### src/rtl/return_address_stack_pkg.sv
// rtl/return_address_stack_pkg.sv - shared defaults, index type and stack-op encoding for the return address stack
package return_address_stack_pkg;

    // Default geometry of the return address stack and its checkpoint FIFO
    localparam int RAS_DEPTH_DEFAULT             = 8;
    localparam int MAX_INFLIGHT_BRANCHES_DEFAULT = 4;
    localparam int RAS_ADDR_W                    = 32;

    // Stack pointer type for the default depth; also the snapshot FIFO payload
    typedef logic [$clog2(RAS_DEPTH_DEFAULT)-1:0] ras_index_t;

    // Per-cycle stack operation decoded from push/pop
    typedef enum logic [1:0] {
        RAS_OP_NONE    = 2'b00,
        RAS_OP_PUSH    = 2'b01,
        RAS_OP_POP     = 2'b10,
        RAS_OP_REPLACE = 2'b11
    } ras_op_e;

    // Fold the push/pop pair into a single operation code
    function automatic ras_op_e ras_decode_op(input logic push, input logic pop);
        ras_op_e op;
        op = RAS_OP_NONE;
        if (push && pop) begin
            op = RAS_OP_REPLACE;
        end else if (push) begin
            op = RAS_OP_PUSH;
        end else if (pop) begin
            op = RAS_OP_POP;
        end
        return op;
    endfunction

endpackage

### src/rtl/return_address_stack_if.sv
// rtl/return_address_stack_if.sv - fetch-side control and prediction bundle for the return address stack
interface return_address_stack_if;
    import return_address_stack_pkg::*;

    logic                  push;
    logic                  pop;
    logic [RAS_ADDR_W-1:0] new_addr;
    logic                  branch_fetched;
    logic                  branch_retired;
    logic                  branch_flush;
    logic [RAS_ADDR_W-1:0] addr;
    logic                  snapshot_full;

    // Fetch / predictor side drives controls and consumes the prediction
    modport master (
        output push, pop, new_addr, branch_fetched, branch_retired, branch_flush,
        input  addr, snapshot_full
    );

    // Return address stack side
    modport slave (
        input  push, pop, new_addr, branch_fetched, branch_retired, branch_flush,
        output addr, snapshot_full
    );
endinterface

### src/rtl/return_address_stack_ras_snapshot_fifo.sv
// rtl/return_address_stack_ras_snapshot_fifo.sv - checkpoint FIFO of stack pointers with flush and pass-through push+pop
module ras_snapshot_fifo #(
    parameter int DEPTH = 4,
    parameter int WIDTH = 3
) (
    input  logic             clk,
    input  logic             rst,
    input  logic             push_i,
    input  logic             pop_i,
    input  logic             flush_i,
    input  logic [WIDTH-1:0] data_i,
    output logic [WIDTH-1:0] data_o,
    output logic             full_o,
    output logic             empty_o
);
    import return_address_stack_pkg::*;

    localparam int PW = $clog2(DEPTH);

    logic [WIDTH-1:0] mem_q [DEPTH];
    logic [PW-1:0]    rd_q, rd_d;
    logic [PW-1:0]    wr_q, wr_d;
    logic [PW:0]      count_q, count_d;
    logic             full_q, full_d;
    logic             empty;
    logic             do_push;
    logic             do_pop;

    assign empty   = (count_q == '0);
    assign data_o  = mem_q[rd_q];
    assign full_o  = full_q;
    assign empty_o = empty;

    // A push into a full FIFO only lands when a pop frees the head in the same cycle.
    // A pop on an empty FIFO only happens alongside a push: the new entry passes straight through.
    assign do_push = push_i && (!full_q || pop_i);
    assign do_pop  = pop_i && (!empty || push_i);

    // Next pointers, occupancy and registered full flag
    always_comb begin
        rd_d    = rd_q;
        wr_d    = wr_q;
        count_d = count_q;
        if (flush_i) begin
            rd_d    = '0;
            wr_d    = '0;
            count_d = '0;
        end else begin
            if (do_push) begin
                wr_d = wr_q + PW'(1);
            end
            if (do_pop) begin
                rd_d = rd_q + PW'(1);
            end
            if (do_push && !do_pop) begin
                count_d = count_q + (PW+1)'(1);
            end else if (do_pop && !do_push) begin
                count_d = count_q - (PW+1)'(1);
            end
        end
        full_d = (count_d == (PW+1)'(DEPTH));
    end

    // Pointer and count registers
    always_ff @(posedge clk) begin
        if (!rst) begin
            rd_q    <= '0;
            wr_q    <= '0;
            count_q <= '0;
            full_q  <= 1'b0;
        end else begin
            rd_q    <= rd_d;
            wr_q    <= wr_d;
            count_q <= count_d;
            full_q  <= full_d;
        end
    end

    // Payload storage; contents need no reset because occupancy guards every read
    always_ff @(posedge clk) begin
        if (rst && !flush_i && do_push) begin
            mem_q[wr_q] <= data_i;
        end
    end

endmodule

### src/rtl/return_address_stack.sv
// rtl/return_address_stack.sv - speculative return address stack with per-branch pointer checkpoints (RAS_RESET_CONTENTS_EN clears entries on reset)
module return_address_stack
    import return_address_stack_pkg::*;
#(
    parameter int RAS_DEPTH             = RAS_DEPTH_DEFAULT,
    parameter int MAX_INFLIGHT_BRANCHES = MAX_INFLIGHT_BRANCHES_DEFAULT
) (
    input logic                   clk,
    input logic                   rst,
    return_address_stack_if.slave ras
);
    localparam int IW = $clog2(RAS_DEPTH);

    typedef logic [IW-1:0] idx_t;

    logic [RAS_ADDR_W-1:0] stack_q [RAS_DEPTH];
    idx_t                  idx_q, idx_d;
    idx_t                  wr_idx;
    logic                  wr_en;
    ras_op_e               op;

    idx_t                  snap_head;
    logic                  snap_full;
    logic                  snap_empty;

    assign op                = ras_decode_op(ras.push, ras.pop);
    assign ras.addr          = stack_q[idx_q];
    assign ras.snapshot_full = snap_full;

    // Pointer and stack write decode; flush wins over every other control
    always_comb begin
        idx_d  = idx_q;
        wr_idx = idx_q;
        wr_en  = 1'b0;
        if (ras.branch_flush) begin
            if (!snap_empty) begin
                idx_d = snap_head;
            end
        end else begin
            case (op)
                RAS_OP_PUSH: begin
                    idx_d  = idx_q + IW'(1);
                    wr_idx = idx_q + IW'(1);
                    wr_en  = 1'b1;
                end
                RAS_OP_POP: begin
                    idx_d = idx_q - IW'(1);
                end
                RAS_OP_REPLACE: begin
                    wr_en = 1'b1;
                end
                default: begin
                    idx_d = idx_q;
                end
            endcase
        end
    end

    // Stack pointer register
    always_ff @(posedge clk) begin
        if (!rst) begin
            idx_q <= '0;
        end else begin
            idx_q <= idx_d;
        end
    end

`ifdef RAS_RESET_CONTENTS_EN
    // Stack entries as resettable flops so a prediction before any call reads zero
    always_ff @(posedge clk) begin
        if (!rst) begin
            for (int i = 0; i < RAS_DEPTH; i++) begin
                stack_q[i] <= '0;
            end
        end else if (wr_en) begin
            stack_q[wr_idx] <= ras.new_addr;
        end
    end
`else
    // Stack entries as unreset RAM; reset only suppresses the write
    always_ff @(posedge clk) begin
        if (rst && wr_en) begin
            stack_q[wr_idx] <= ras.new_addr;
        end
    end
`endif

    // Checkpoints hold the pointer as it was before this cycle's push/pop
    ras_snapshot_fifo #(
        .DEPTH (MAX_INFLIGHT_BRANCHES),
        .WIDTH (IW)
    ) u_snapshot_fifo (
        .clk     (clk),
        .rst     (rst),
        .push_i  (ras.branch_fetched && !ras.branch_flush),
        .pop_i   (ras.branch_retired && !ras.branch_flush),
        .flush_i (ras.branch_flush),
        .data_i  (idx_q),
        .data_o  (snap_head),
        .full_o  (snap_full),
        .empty_o (snap_empty)
    );

    // Fetch must never checkpoint into a full FIFO unless a retire frees a slot
    assert property (@(posedge clk) disable iff (!rst)
        !(ras.branch_fetched && snap_full && !ras.branch_retired && !ras.branch_flush));

endmodule
### src/flat_wrapper.sv
// flat-port wrapper written by rule: the top's interface ports become plain ports
module return_address_stack_flat import return_address_stack_pkg::*;
#(
    parameter int RAS_DEPTH             = RAS_DEPTH_DEFAULT,
    parameter int MAX_INFLIGHT_BRANCHES = MAX_INFLIGHT_BRANCHES_DEFAULT
)
  (clk, rst, ras_push, ras_pop, ras_new_addr, ras_branch_fetched, ras_branch_retired, ras_branch_flush, ras_addr, ras_snapshot_full);
  return_address_stack_if ras_i ();
  input logic clk;
  input logic rst;
  input wire logic [$bits(ras_i.push)-1:0] ras_push;
  input wire logic [$bits(ras_i.pop)-1:0] ras_pop;
  input wire logic [$bits(ras_i.new_addr)-1:0] ras_new_addr;
  input wire logic [$bits(ras_i.branch_fetched)-1:0] ras_branch_fetched;
  input wire logic [$bits(ras_i.branch_retired)-1:0] ras_branch_retired;
  input wire logic [$bits(ras_i.branch_flush)-1:0] ras_branch_flush;
  output wire logic [$bits(ras_i.addr)-1:0] ras_addr;
  output wire logic [$bits(ras_i.snapshot_full)-1:0] ras_snapshot_full;
  assign ras_i.push = ras_push;
  assign ras_i.pop = ras_pop;
  assign ras_i.new_addr = ras_new_addr;
  assign ras_i.branch_fetched = ras_branch_fetched;
  assign ras_i.branch_retired = ras_branch_retired;
  assign ras_i.branch_flush = ras_branch_flush;
  assign ras_addr = ras_i.addr;
  assign ras_snapshot_full = ras_i.snapshot_full;
  return_address_stack #(.RAS_DEPTH(RAS_DEPTH), .MAX_INFLIGHT_BRANCHES(MAX_INFLIGHT_BRANCHES)) u_core (.clk(clk), .rst(rst), .ras(ras_i));
endmodule
### config.mk
export PLATFORM = sky130hd
export DESIGN_NAME = return_address_stack_flat
export DESIGN_NICKNAME = d
export VERILOG_FILES = /design/src/rtl/return_address_stack_pkg.sv /design/src/rtl/return_address_stack_if.sv /design/src/rtl/return_address_stack_ras_snapshot_fifo.sv /design/src/rtl/return_address_stack.sv /design/src/flat_wrapper.sv
export SDC_FILE = /design/constraint.sdc
export NUM_CORES = 1
export LEC_CHECK = 0
export BUFFER_PORTS_ARGS = -buffer_cell sky130_fd_sc_hd__buf_2
export CAP_MARGIN = 40
export CORE_AREA = 5 5 184 186
export CTS_CLUSTER_DIAMETER = 50
export DETAILED_ROUTE_END_ITERATION = 10
export DIE_AREA = 0 0 189 191
export GPL_ROUTABILITY_DRIVEN = 1
export PLACE_DENSITY = 0.6
export RECOVER_POWER = 50
export SLEW_MARGIN = 15
export SYNTH_ARGS = -nofsm -noshare
export SYNTH_HDL_FRONTEND = slang
export SYNTH_SLANG_ARGS = --single-unit
### constraint.sdc
create_clock -name clk -period 3.2 [get_ports clk]
set_input_delay 0.64 -clock clk [delete_from_list [all_inputs] [get_ports clk]]
set_output_delay 0.64 -clock clk [all_outputs]
set_load 0.05 [all_outputs]
==> impl_metrics.csv <==
group,metric,value,unit
cts,numClockSinks,284,
synth,synthDominantCellAreaShare,0.731,
floorplan,core_region_area,0.0321,mm^2
synth,netlist_instances,496,
cts,cts_hold_repair.buffers,0,
grt,antenna_violations_before_repair,2,
route,routed-via-count,5145,
synth,synth.yosys.warnings,0,
layout,layout.cell_area.non_filler,0.0129,mm^2
sta,fin_crit_sh,0.930,
synth,synth_compound_gate_area_share,0.0119,
route,postRouteAntennaNets,0,
critical_path,cp_cell_sequence,"buf_4, mux4_2, mux2_2, buf_2",
sta,timing_hold_violations_final,0,
cts,clk_transition_reported_paths,0.06,ns
cts,cts_tree,"done",
synth,postSynthRegisterBits,284,
critical_path,critPathRequiredTime,2.56,ns
synth,mappedNetlistArea,0.0110,mm^2
critical_path,r2r_slack,0.78,ns
route,wl_per_cell,21.2,um
synth,adder_cell_fraction_of_synth_area,0.0102,
sta,worstMarginPinSlew,0.798,ns
layout,number_of_nets_in_the_finished_design,654,
critical_path,worst_setup_path_end_kind,"output pin",
floorplan,die_w,189,um
route,first_iter_violations,252,
cts,worst_skew_pair.late_latency,0.53,ns
layout,multi_input_gate_area,0.00256,mm^2
power_and_ir_drop,power.switching_fraction,0.231,
synth,synthMuxAreaShare,0.175,
synth,seq_area_frac_synth,0.760,
critical_path,timing.critical_path.max_delay_family,"flip-flops",
sta,rsz_0062_raised_after_global_routing,"no",
grt,grt_pass1_vias,5659,
critical_path,critPathSlowestCell,"dfxtp_4",
cts,cts.path.max_buffers,3,
hold_path,hold_path_class,"in2reg",
route,dr.pass1.iters,4,
status,outcome,"completed",
power_and_ir_drop,clock_power_share,0.375,
power_and_ir_drop,p_int,6.16,mW
power_and_ir_drop,power.density,619,mW/mm^2
layout,filler_cell_count,2815,
route,detail_route.drc_violations,0,
route,vias_per_cell,4.99,
sta,finalSetupViolations,0,
placement,placedInstanceArea,0.0121,mm^2
sta,maxClockFrequency,336,MHz
critical_path,r2r_cells,6,
synth,synth_top_family_by_area,"multiplexers",
floorplan,die_height,191,um
layout,final-instance-count-excl-fill,1031,
power_and_ir_drop,vdd.ir_drop.worst,0.379,mV
grt,groute.usage.overall,0.120,
synth,ys_top_cells_by_area,"edfxtp_1 73%, mux4_2 14%, mux2_2 3.4%",
cts,clock_tree.htree_level_count,1,
synth,synth_top_area_cell,"edfxtp_1",
placement,dp.final_hpwl,13500,um
grt,maximum_number_of_pins_on_one_net_before_global_route_repair,33,
grt,grt_residual_overflow,0,
placement,place_congestion,0.751,
flow_run,timing.max_cap.violations,0,
placement,numPortBuffers,71,
critical_path,setup.worst_path.start_class,"flop",
floorplan,core.rowCount,66,
hold_path,min_path_cells,1,
layout,layout.area.seq,0.00838,mm^2
sta,max-slew-margin-rel,0.468,
synth,yosys_most_used_dff,"edfxtp_1",
route,wirelength,21800,um
power_and_ir_drop,comb_power_share,0.104,
sta,hold_slack,0.458,ns
power_and_ir_drop,power_leakage,4.04,nW
critical_path,critical_path.reg2reg.endpoint,"u_core.stack_q[6][4]",
layout,flow.area_growth_from_synthesis,17.5,%
hold_path,endpoint_worst_hold,"u_core.stack_q[6][16]",
critical_path,critPathArrivalTime,2.33,ns
critical_path,critPathMaxFanout,29,
placement,numPlacedInstances,976,
floorplan,io_pins,72,
critical_path,cp.buffers_inverters,2,
hold_path,hold_path_startpoint,"ras_new_addr[16]",
critical_path,reg2reg_from,"u_core.idx_q[0]",
floorplan,floorplan.initialDensity,0.343,
critical_path,cp_slowest_stage_delay,0.66,ns
synth,synth_edf_count,268,
grt,first_pass_grt_wire_length,33600,um
sta,slew_viol_final,0,
sta,worst_clock_skew,0.0135,ns
power_and_ir_drop,p_sw,1.85,mW
synth,syn-mean-instance-area,22.2,um^2
synth,ffs_w_async_s_r_synth,0,
layout,layout-drive-gt1-share,0.345,
sta,final.min_clock_period,2.97,ns
critical_path,timing.setup.critical_path_class,"reg2out",
cts,post_cts_resize_count,0,
synth,yosys.area_share.simple,0.0231,
power_and_ir_drop,power_frac_seq,0.520,
cts,tritoncts_buffers,29,
floorplan,fp.dieArea,0.0361,mm^2
cts,ctsRootBufferMaster,"clkbuf_16",
layout,antenna-diode-count,0,
synth,synth_xor_area_frac,0.00761,
synth,netlist-cell-type-count,44,
synth,synth.net_count,544,
## final cells by class
| cell class | count | share of cell area |
|---|---|---|
| Inverter | 9 | 0.00261 |
| Multi-Input combinational cell | 182 | 0.198 |
| Tap cell | 408 | 0.0395 |
| Clock inverter | 14 | 0.00783 |
| Timing Repair Buffer | 100 | 0.0468 |
| Sequential cell | 284 | 0.648 |
| Clock buffer | 34 | 0.0575 |
## registers in the layout, indices dropped and copies added (netlist names), named ones only
register                        cells
u_core.stack_q                    256
u_core.u_snapshot_fifo.mem_q       12
u_core.idx_q                        3
u_core.u_snapshot_fifo.count_q      3
u_core.u_snapshot_fifo.rd_q         2
u_core.u_snapshot_fifo.wr_q         2
u_core.u_snapshot_fifo.full_o       1
## worst reg2reg max path, stage by stage (launching register included)
cell and delay, ns:
dfxtp_1 0.53, ha_1 0.24, nor4bb_1 0.27, xnor2_1 0.17
or2_2 0.38, nor2_4 0.13, buf_4 0.35
## what timing repair did
item / 4_1_cts / 5_1_grt
endpoints found under the hold margin: 0 / 0
setup buffers: 0 / 7
endpoints found under the setup margin: 0 / 1
## cells in the mapped netlist, types with 2 or more instances
library cell	instances
and3_1	4
buf_2	7
clkbuf_1	12
dfxtp_1	16
edfxtp_1	268
ha_1	9
inv_1	9
mux2_2	33
mux2i_1	5
mux4_2	67
nand2_1	3
nand2b_1	6
nand3_1	3
nand3b_1	2
nor2_1	16
nor2b_1	3
xnor2_1	5
xor2_1	2
## metrics by stage
| stage | utilization | setup WS, ns | TNS, ns | power [mW] |
|---|---|---|---|---|
| 2_1_floorplan | - | -0.151 | -19.24 | 4.82 |
| 3_3_place_gp | 0.376 | 0.584 | 0 | 5.07 |
| 3_5_place_dp | 0.376 | 0.573 | 0 | 5.09 |
| 4_1_cts | 0.403 | 0.0777 | 0 | 8.12 |
| 5_1_grt | 0.403 | 0.105 | 0 | 8.31 |
| 6_report | 0.403 | 0.225 | 0 | 8.01 |
## how the worst max path moves through the flow
stage	start	end	cells past startpoint	slack [ns]
after floorplan	ras_branch_flush	u_core.stack_q[0][0]	6	-0.15
after global placement	ras_branch_flush	u_core.stack_q[6][11]	6	0.58
after detailed placement	ras_branch_flush	u_core.stack_q[6][10]	6	0.57
after CTS	flop	ras_addr[31]	4	0.08
after global routing	flop	ras_addr[21]	4	0.10
final	flop	ras_addr[19]	4	0.23
## power by group through the flow
stage | registers [mW] | clock network, mW | logic [mW]
6_report | 4.17 | 3.01 | 0.834
5_1_grt | 4.17 | 3.24 | 0.894
4_1_cts | 4.18 | 3.10 | 0.842
3_5_place_dp | 4.25 | 0 | 0.840
3_3_place_gp | 4.25 | 0 | 0.822
2_1_floorplan | 4.21 | 0 | 0.613
## routing by layer
metal | share of wire | GRT usage | up-vias
li1 | - | - | 2290
met1 | 0.41 | 0.152 | 2708
met2 | 0.53 | 0.215 | 110
met3 | 0.048 | 0.0259 | 33
met4 | 0.016 | 0.0247 | 4
met5 | 0.0016 | 0 | -
## cell usage in the layout (no fill, tap or decap), types with 7 or more instances in the layout
cell         n
buf_2       37
buf_4       23
clkbuf_1    39
clkbuf_16   29
clkinv_1     7
dfxtp_1     13
edfxtp_1   268
ha_1         9
inv_1        9
mux2_2      33
mux4_2      67
nor2_1       8
nor2_4       8
## kinds of logic (layout without fill, tap and decap cells)
| kind of cell | count (synthesis) | count (layout) |
|---|---|---|
| AOI/OAI and AO/OA | 15 | 15 |
| xor gates and xnor gates | 8 | 8 |
| adders and majority gates | 9 | 9 |
| buffers and inverters | 30 | 157 |
| DFF | 284 | 284 |
| muxes | 105 | 105 |
| and+or+nand+nor | 45 | 45 |
Power figures use the tool's default switching activity.
